$ cat src/rtl/tow_key_conditioner_pkg.sv
// Shared types and constants for the tug-of-war key input stage.
package tow_pkg;
  typedef enum logic [1:0] {RELEASED, PRESS_WAIT, PRESSED, RELEASE_WAIT} deb_state_t;

  localparam int TOW_DEBOUNCE_DEFAULT = 50000;
  localparam int TOW_DEBOUNCE_SIM     = 4;

  localparam int NUM_KEYS = 2;
  localparam int KEY_L    = 0;
  localparam int KEY_R    = 1;
endpackage

$ cat src/rtl/tow_key_conditioner_if.sv
// Key/move bus between the player inputs and the tug-of-war input stage.
interface tow_key_conditioner_if;
  logic ce;
  logic key_l_raw;
  logic key_r_raw;
  logic L;
  logic R;
  logic key_l_db;
  logic key_r_db;

  modport master (output ce, key_l_raw, key_r_raw, input L, R, key_l_db, key_r_db);
  modport slave  (input ce, key_l_raw, key_r_raw, output L, R, key_l_db, key_r_db);
endinterface

$ cat src/rtl/tow_key_conditioner_debounce.sv
// One key: 2-flop synchroniser, polarity normalisation and debounce FSM.
module tow_key_debounce
  import tow_pkg::*;
#(
  parameter int DEBOUNCE_CYCLES = TOW_DEBOUNCE_DEFAULT,
  parameter int RAW_ACTIVE_LOW  = 1
) (
  input  logic clk,
  input  logic reset,
  input  logic key_raw,
  output logic db,
  output logic press_evt
);
  localparam int              CW      = $clog2(DEBOUNCE_CYCLES + 1);
  localparam logic [CW-1:0]   CNT_MAX = CW'(DEBOUNCE_CYCLES);
  localparam logic            REL_LVL = (RAW_ACTIVE_LOW != 0);

  logic [1:0]    sync_q;
  logic          lvl;
  deb_state_t    state, state_nxt;
  logic [CW-1:0] cnt, cnt_nxt;

  // Both flops reset to the released level so reset never looks like a press.
  always_ff @(posedge clk) begin
    if (reset) sync_q <= {2{REL_LVL}};
    else       sync_q <= {sync_q[0], key_raw};
  end

  assign lvl = sync_q[1] ^ REL_LVL;

  always_ff @(posedge clk) begin
    if (reset) begin
      state <= RELEASED;
      cnt   <= '0;
    end else begin
      state <= state_nxt;
      cnt   <= cnt_nxt;
    end
  end

  always_comb begin
    state_nxt = state;
    cnt_nxt   = cnt;
    press_evt = 1'b0;
    unique case (state)
      RELEASED: if (lvl) begin
        state_nxt = PRESS_WAIT;
        cnt_nxt   = CW'(1);
      end
      PRESS_WAIT: begin
        if (!lvl) begin
          state_nxt = RELEASED;
          cnt_nxt   = '0;
        end else if (cnt == CNT_MAX) begin
          state_nxt = PRESSED;
          cnt_nxt   = '0;
          press_evt = 1'b1;
        end else begin
          cnt_nxt = cnt + CW'(1);
        end
      end
      PRESSED: if (!lvl) begin
        state_nxt = RELEASE_WAIT;
        cnt_nxt   = CW'(1);
      end
      RELEASE_WAIT: begin
        if (lvl) begin
          state_nxt = PRESSED;
          cnt_nxt   = '0;
        end else if (cnt == CNT_MAX) begin
          state_nxt = RELEASED;
          cnt_nxt   = '0;
        end else begin
          cnt_nxt = cnt + CW'(1);
        end
      end
      default: begin
        state_nxt = RELEASED;
        cnt_nxt   = '0;
      end
    endcase
  end

  assign db = (state == PRESSED) || (state == RELEASE_WAIT);
endmodule

$ cat src/rtl/tow_key_conditioner.sv
// Tug-of-war input stage: debounced keys turned into one ce-aligned move each.
// Optional TOW_SIMUL_CANCEL_EN: simultaneous L+R in one tick cancel each other.
module tow_key_conditioner
  import tow_pkg::*;
#(
  parameter int DEBOUNCE_CYCLES = TOW_DEBOUNCE_DEFAULT,
  parameter int RAW_ACTIVE_LOW  = 1
) (
  input  logic                   clk,
  input  logic                   reset,
  tow_key_conditioner_if.slave   bus
);
  logic [NUM_KEYS-1:0] raw, db, evt, pend, req, take, out_q;

  assign raw[KEY_L] = bus.key_l_raw;
  assign raw[KEY_R] = bus.key_r_raw;

  for (genvar i = 0; i < NUM_KEYS; i++) begin : g_key
    tow_key_debounce #(
      .DEBOUNCE_CYCLES (DEBOUNCE_CYCLES),
      .RAW_ACTIVE_LOW  (RAW_ACTIVE_LOW)
    ) u_deb (
      .clk       (clk),
      .reset     (reset),
      .key_raw   (raw[i]),
      .db        (db[i]),
      .press_evt (evt[i])
    );
  end

  // An event landing on the ce cycle is presented directly instead of parked.
  assign req = pend | evt;

`ifdef TOW_SIMUL_CANCEL_EN
  assign take = (&req) ? '0 : req;
`else
  assign take = req;
`endif

  always_ff @(posedge clk) begin
    if (reset) begin
      pend  <= '0;
      out_q <= '0;
    end else if (bus.ce) begin
      pend  <= '0;
      out_q <= take;
    end else begin
      pend  <= req;
    end
  end

  assign bus.L        = out_q[KEY_L];
  assign bus.R        = out_q[KEY_R];
  assign bus.key_l_db = db[KEY_L];
  assign bus.key_r_db = db[KEY_R];
endmodule

$ cat src/flat_wrapper.sv
// flat-port wrapper written by rule: the top's interface ports become plain ports
module tow_key_conditioner_flat import tow_pkg::*;
#(
  parameter int DEBOUNCE_CYCLES = TOW_DEBOUNCE_DEFAULT,
  parameter int RAW_ACTIVE_LOW  = 1
)
  (clk, reset, bus_ce, bus_key_l_raw, bus_key_r_raw, bus_L, bus_R, bus_key_l_db, bus_key_r_db);
  tow_key_conditioner_if bus_i ();
  input  logic clk;
  input  logic reset;
  input wire logic [$bits(bus_i.ce)-1:0] bus_ce;
  input wire logic [$bits(bus_i.key_l_raw)-1:0] bus_key_l_raw;
  input wire logic [$bits(bus_i.key_r_raw)-1:0] bus_key_r_raw;
  output wire logic [$bits(bus_i.L)-1:0] bus_L;
  output wire logic [$bits(bus_i.R)-1:0] bus_R;
  output wire logic [$bits(bus_i.key_l_db)-1:0] bus_key_l_db;
  output wire logic [$bits(bus_i.key_r_db)-1:0] bus_key_r_db;
  assign bus_i.ce = bus_ce;
  assign bus_i.key_l_raw = bus_key_l_raw;
  assign bus_i.key_r_raw = bus_key_r_raw;
  assign bus_L = bus_i.L;
  assign bus_R = bus_i.R;
  assign bus_key_l_db = bus_i.key_l_db;
  assign bus_key_r_db = bus_i.key_r_db;
  tow_key_conditioner #(.DEBOUNCE_CYCLES(DEBOUNCE_CYCLES), .RAW_ACTIVE_LOW(RAW_ACTIVE_LOW)) u_core (.clk(clk), .reset(reset), .bus(bus_i));
endmodule
$ cat config.mk
export PLATFORM = sky130hd
export DESIGN_NAME = tow_key_conditioner_flat
export DESIGN_NICKNAME = d
export VERILOG_FILES = /design/src/rtl/tow_key_conditioner_pkg.sv /design/src/rtl/tow_key_conditioner_if.sv /design/src/rtl/tow_key_conditioner_debounce.sv /design/src/rtl/tow_key_conditioner.sv /design/src/flat_wrapper.sv
export SDC_FILE = /design/constraint.sdc
export NUM_CORES = 1
export LEC_CHECK = 0
export ABC_AREA = 1
export BUFFER_PORTS_ARGS = -buffer_cell sky130_fd_sc_hd__buf_4
export CAP_MARGIN = 20
export CORE_UTILIZATION = 37
export DETAILED_ROUTE_END_ITERATION = 7
export PLACE_DENSITY = 0.55
export SETUP_SLACK_MARGIN = 0.3
export SLEW_MARGIN = 20
export SYNTH_ARGS = -nofsm -noshare
export SYNTH_HDL_FRONTEND = slang
export SYNTH_SLANG_ARGS = --single-unit
$ cat constraint.sdc
create_clock -name clk -period 1.4 [get_ports clk]
set_input_delay 0.21 -clock clk [delete_from_list [all_inputs] [get_ports clk]]
set_output_delay 0.21 -clock clk [all_outputs]
set_load 0.01 [all_outputs]
# Word-level counts from Yosys, hierarchy flattened
# Cells that the tools add are included.
# totals
regBits	44
latchBits	0
mem_bits_rw	0
rom_bits	0
in_bits	5
output_inout_bits	4
mem_count	0
# op_classes
add_sub_neg	2
mul	0
div_mod_pow	0
magnitude_cmp	0
eq_ne	16
shift	0
n_mux	32
bitwise	1
n_reduce_logical	9
# op_table
cell	n
$mux W16	10
$pmux W16 S4	2
$add A16 B1 Y16 const B	2
$eq A16 B16 Y1 const B	2
$mux W2	12
$pmux W2 S4	2
$ne A3 B3 Y1 const B	4
$eq A2 B2 Y1 const B	4
$ne A2 B2 Y1 const B	4
$reduce_and A4 Y1	2
$mux W1	6
$eq A2 B1 Y1 const B	2
$logic_not A2 Y1	2
$reduce_and A2 Y1	2
$logic_or A1 B1 Y1	2
$or A2 B2 Y2	1
$reduce_or A2 Y1	1

# Depth between registers and ports, before layout
# logic_depth
word_depth	5
depth_mapped	11
depth_no_buf	11

# Cells and area by module
# From an unflattened synthesis, not the netlist that was laid out.
# hier_totals
cells_unflattened	410
area_unflattened_um2	2587.5
# by_module_without_submodules
mod	n_inst	cells_each	area_each_um2	seq_area_each_um2
tow_key_debounce	2	193	1214.9	400.4
tow_key_conditioner	1	24	157.7	80.1

# Least setup slack after synthesis
# No wires, ideal clock.
# synth_path
path_kind	reg2reg
startpoint	register u_core.g_key[0].u_deb.cnt[0]
endpoint	register u_core.g_key[0].u_deb.cnt[12]
setup_ns	0.066
arrival_time_ns	1.257
t_required_ns	1.334
setup_slack_ns	0.077
path_stages_with_launch	11
n_path_buf	1
period_less_slack_ns	1.323
cell_sequence	dfxtp_1 inv_1 ha_1 inv_1 nor2_1 nand2_1 nor2_2 a21oi_4 buf_12 nand3_2 a21oi_2
# synth_between
elab_chain_cells	4
# synth_rtl
item	line	text
start: declaration	tow_key_conditioner_debounce.sv:21	logic [CW-1:0] cnt, cnt_nxt;
start signal: assignment	tow_key_conditioner_debounce.sv:37	cnt <= cnt_nxt;
$add A16 B1 Y16 or $eq A16 B16 Y1 (tied branches)	--	
$mux W16 (*)	tow_key_conditioner_debounce.sv:54, tow_key_conditioner_debounce.sv:70	
$mux W16 (on tied branches)	tow_key_conditioner_debounce.sv:67, tow_key_conditioner_debounce.sv:51	
$pmux W16 S4 (*)	tow_key_conditioner_debounce.sv:45	unique case (state)
# Mark *: on every way between the ends. The rest lies on a longest branch, timed or not.
# A chain may end at the register's enable or synchronous reset.

# Worst setup path after layout
# layout_path
startpoint	register u_core.g_key[0].u_deb.cnt[0]
endpoint	register u_core.g_key[0].u_deb.cnt[15]
# Same word-level chain as after synthesis.

==> metrics.cfg <==
[sta]
min_period_ps=1390
drv_slew=0
rsz0062_at_grt=yes
worstMarginPinSlew_ps=262
fin_skew_ps=11.5
setup_viol=0
hold_violations=0
whs_ps=80.6
tns_ps=0
finalCritPeriodShare=0.993
slew_headroom=0.823
clock.fmax_mhz=719

[layout]
seqCellArea_um2=921
multi_input_comb_area_mm2=0.00173
fin_nets=446
diodes=0
layout-drive-gt1-share=0.413
postLayoutCoreUtil=0.523
area.growth.synth_to_final_pct=36.6
fillers=642

[setup_path]
cp_data_arrival_time_ps=1630
critPathMaxFanout=11
crit_top_cell=inv_2
reg2regPathDepth=10
critPathKind=reg -> reg
cpPeakStageDelay_ps=370
cp_slowest_cell=dfxtp_2
required_ps=1640
worstSetupEndpointType=register
worstSetupStartpointType=register
crit_path_cell_trace=inv_2, ha_4, inv_2, nor2_1, nand2_1, nor2_2, a21oi_4, buf_12, o21ai_0, a21oi_1
reg2reg_slack_ps=10

[place]
gp_congestion=0.811
port_buffers=8
dpl.hpwl_um=4360

[pwr]
p_leak_nw=1.31
power_mw=2.84
vdd_drop_max_mv=0.581
p_per_area_mw_per_mm2=803

[min_path]
hold_class=in -> reg
hold_depth=2

[clock_network]
cts_hold_buf=0
cts_tree=yes
clock_latency_ps=310
cts_sinks=44
clk_pin_slew_worst_paths_ps=90
htreeDepth=2
numCtsBuffers=5
cts-root-buf=clkbuf_8
cts_buffer_depth=2

[synth]
ys_ff_latch=44
synth_fa_ha_area_frac=0.0194
yosysTopAreaCellShare=0.341
synth_xor_area_frac=0.00339
synthTopCellsByArea=dfxtp_1, nand2_1, inv_1
synth_compound_area_frac=0.148
ys_warn_count=0
synth_top_family_by_area=simple AND/OR/NAND/NOR gates
yosysSeqAreaShare=0.341
synth_cell_types=35
syn_area_mm2=0.00258
syn_nets=400
synthMuxAreaShare=0
syn_avg_cell_area_um2=6.61
synth_cells=391
synth_area_leader_cell=dfxtp_1
yosys.area_share.simple=0.383

[route]
drt_pass1_iterations=4
drc=0
viasPerCell=4.94
routedWlPerCell_um=12.5
wl_um=6500
antenna_left=0
vias=2561
drt_iter0_markers=83

[run]
drv_cap=0

[outcome]
status=finished clean

[floorplan]
core_mm2=0.00676
die-height_um=85.6
num_io_pins=9
die-area_mm2=0.00732
die_w_um=85.6
start_util=0.383
rows=30

[grt]
overflow=0
grt_first_pass_wirelength_um=10500
antenna_found_initial=0
track_usage=0.178
grt_start_max_net_pins=27
grt_pass1_vias=2360

[report_power, final]
group	total, mW	leakage, nW	switching [mW]	internal (mW)
sequential	1.33	0.367	0.0482	1.28
combinational	0.466	0.881	0.257	0.209
clock	1.04	0.0583	0.500	0.538
[cells by family after synthesis]
kind of cell / count (synthesis)
simple gates: 221
buf+inv: 60
flops: 44
compound gates: 61
xor+xnor: 1
fa+ha+maj: 4
[critical path: cells and delay by family, from the launching register on]
kind,cells,cell delay (ps)
fa+ha+maj,1,140
compound gates,3,400
flops,1,370
simple gates,3,160
buf+inv,3,240
[per-layer routing]
metal / vias to the layer above / GRT usage / wire length, um / share of wire
met1: 1182 / 0.225 / 3070 / 0.47
met2: 31 / 0.306 / 3140 / 0.48
met3: 12 / 0.0385 / 167 / 0.026
met5: - / 0 / 0 / 0
li1: 1336 / - / - / -
met4: 0 / 0.0515 / 121 / 0.019
[layout by cell type, fill, tap and decap left out, drive strengths merged]
cell    instances
nand2         124
nor2           55
buf            49
inv            48
dfxtp          44
a21oi          34
nand3          24
o21ai          22
nand4          11
clkbuf          5
or2             4
ha              4
clkinv          4
o21bai          3
nor3            2
nand3b          1
o211ai          1
a31o            1
xor2            1
bufinv          1
[Yosys cell counts]
cell type    n
nand2_1    112
inv_1       46
dfxtp_1     44
nor2_1      44
a21oi_1     23
nand3_1     20
o21ai_0     19
nand2_2     11
nand4_1     11
a21oi_2     10
nor2_2      10
ha_1         4
nand3_2      4
or2_2        4
clkbuf_1     3
o21bai_1     3
buf_2        2
buf_4        2
inv_2        2
nor3_1       2
a21oi_4      1
a31o_2       1
buf_1        1
buf_12       1
buf_6        1
clkbuf_8     1
inv_4        1
nand2_4      1
nand3b_1     1
nor2_4       1
o211ai_1     1
o21ai_1      1
o21ai_2      1
o21ai_4      1
xor2_1       1
[timing repair]
item | in CTS | in global routing
gates cloned | 1 | 0
resized for setup | 43 | 53
pin swaps | 13 | 18
buffers inserted | 6 | 9
endpoints found under the setup margin | 40 | 41
[state kept, by name, summed over array words and instances (netlist names), named ones only]
register,count
u_core.g_key.u_deb.sync_q,4
u_core.g_key.u_deb.state,2
u_core.g_key.u_deb.cnt,32
u_core.pend,2
u_core.out_q,2
[layout make-up]
cell class | instances | area share
clock buffers | 5 | 0.0195
multi-input cells | 287 | 0.490
flip-flops and latches | 44 | 0.261
clock inverters | 3 | 0.0135
repair inverters | 1 | 0.00461
inverters | 49 | 0.0563
repair buffers | 49 | 0.127
well taps | 80 | 0.0283
[path summary, 6_finish.rpt]
path / start / endpoint
setup / recovery: u_core.g_key[0].u_deb.cnt[0] / u_core.g_key[0].u_deb.cnt[15]
hold reg to reg: u_core.g_key[1].u_deb.sync_q[0] / u_core.g_key[1].u_deb.sync_q[1]
setup reg to reg: u_core.g_key[0].u_deb.cnt[0] / u_core.g_key[0].u_deb.cnt[15]
hold / removal: bus_key_l_raw / u_core.g_key[0].u_deb.sync_q[0]
[stage by stage]
step / cell area [um2] / instances / setup WS [ps]
2_1_floorplan: 2670 / 391 / 96.1
3_3_place_gp: 2970 / 494 / 13.4
3_5_place_dp: 2970 / 494 / -14.7
4_1_cts: 3280 / 509 / 2.89
5_1_grt: 3530 / 518 / -93.7
6_report: 3530 / 518 / 9.80
Note: power is estimated with default switching activity, not from simulation.
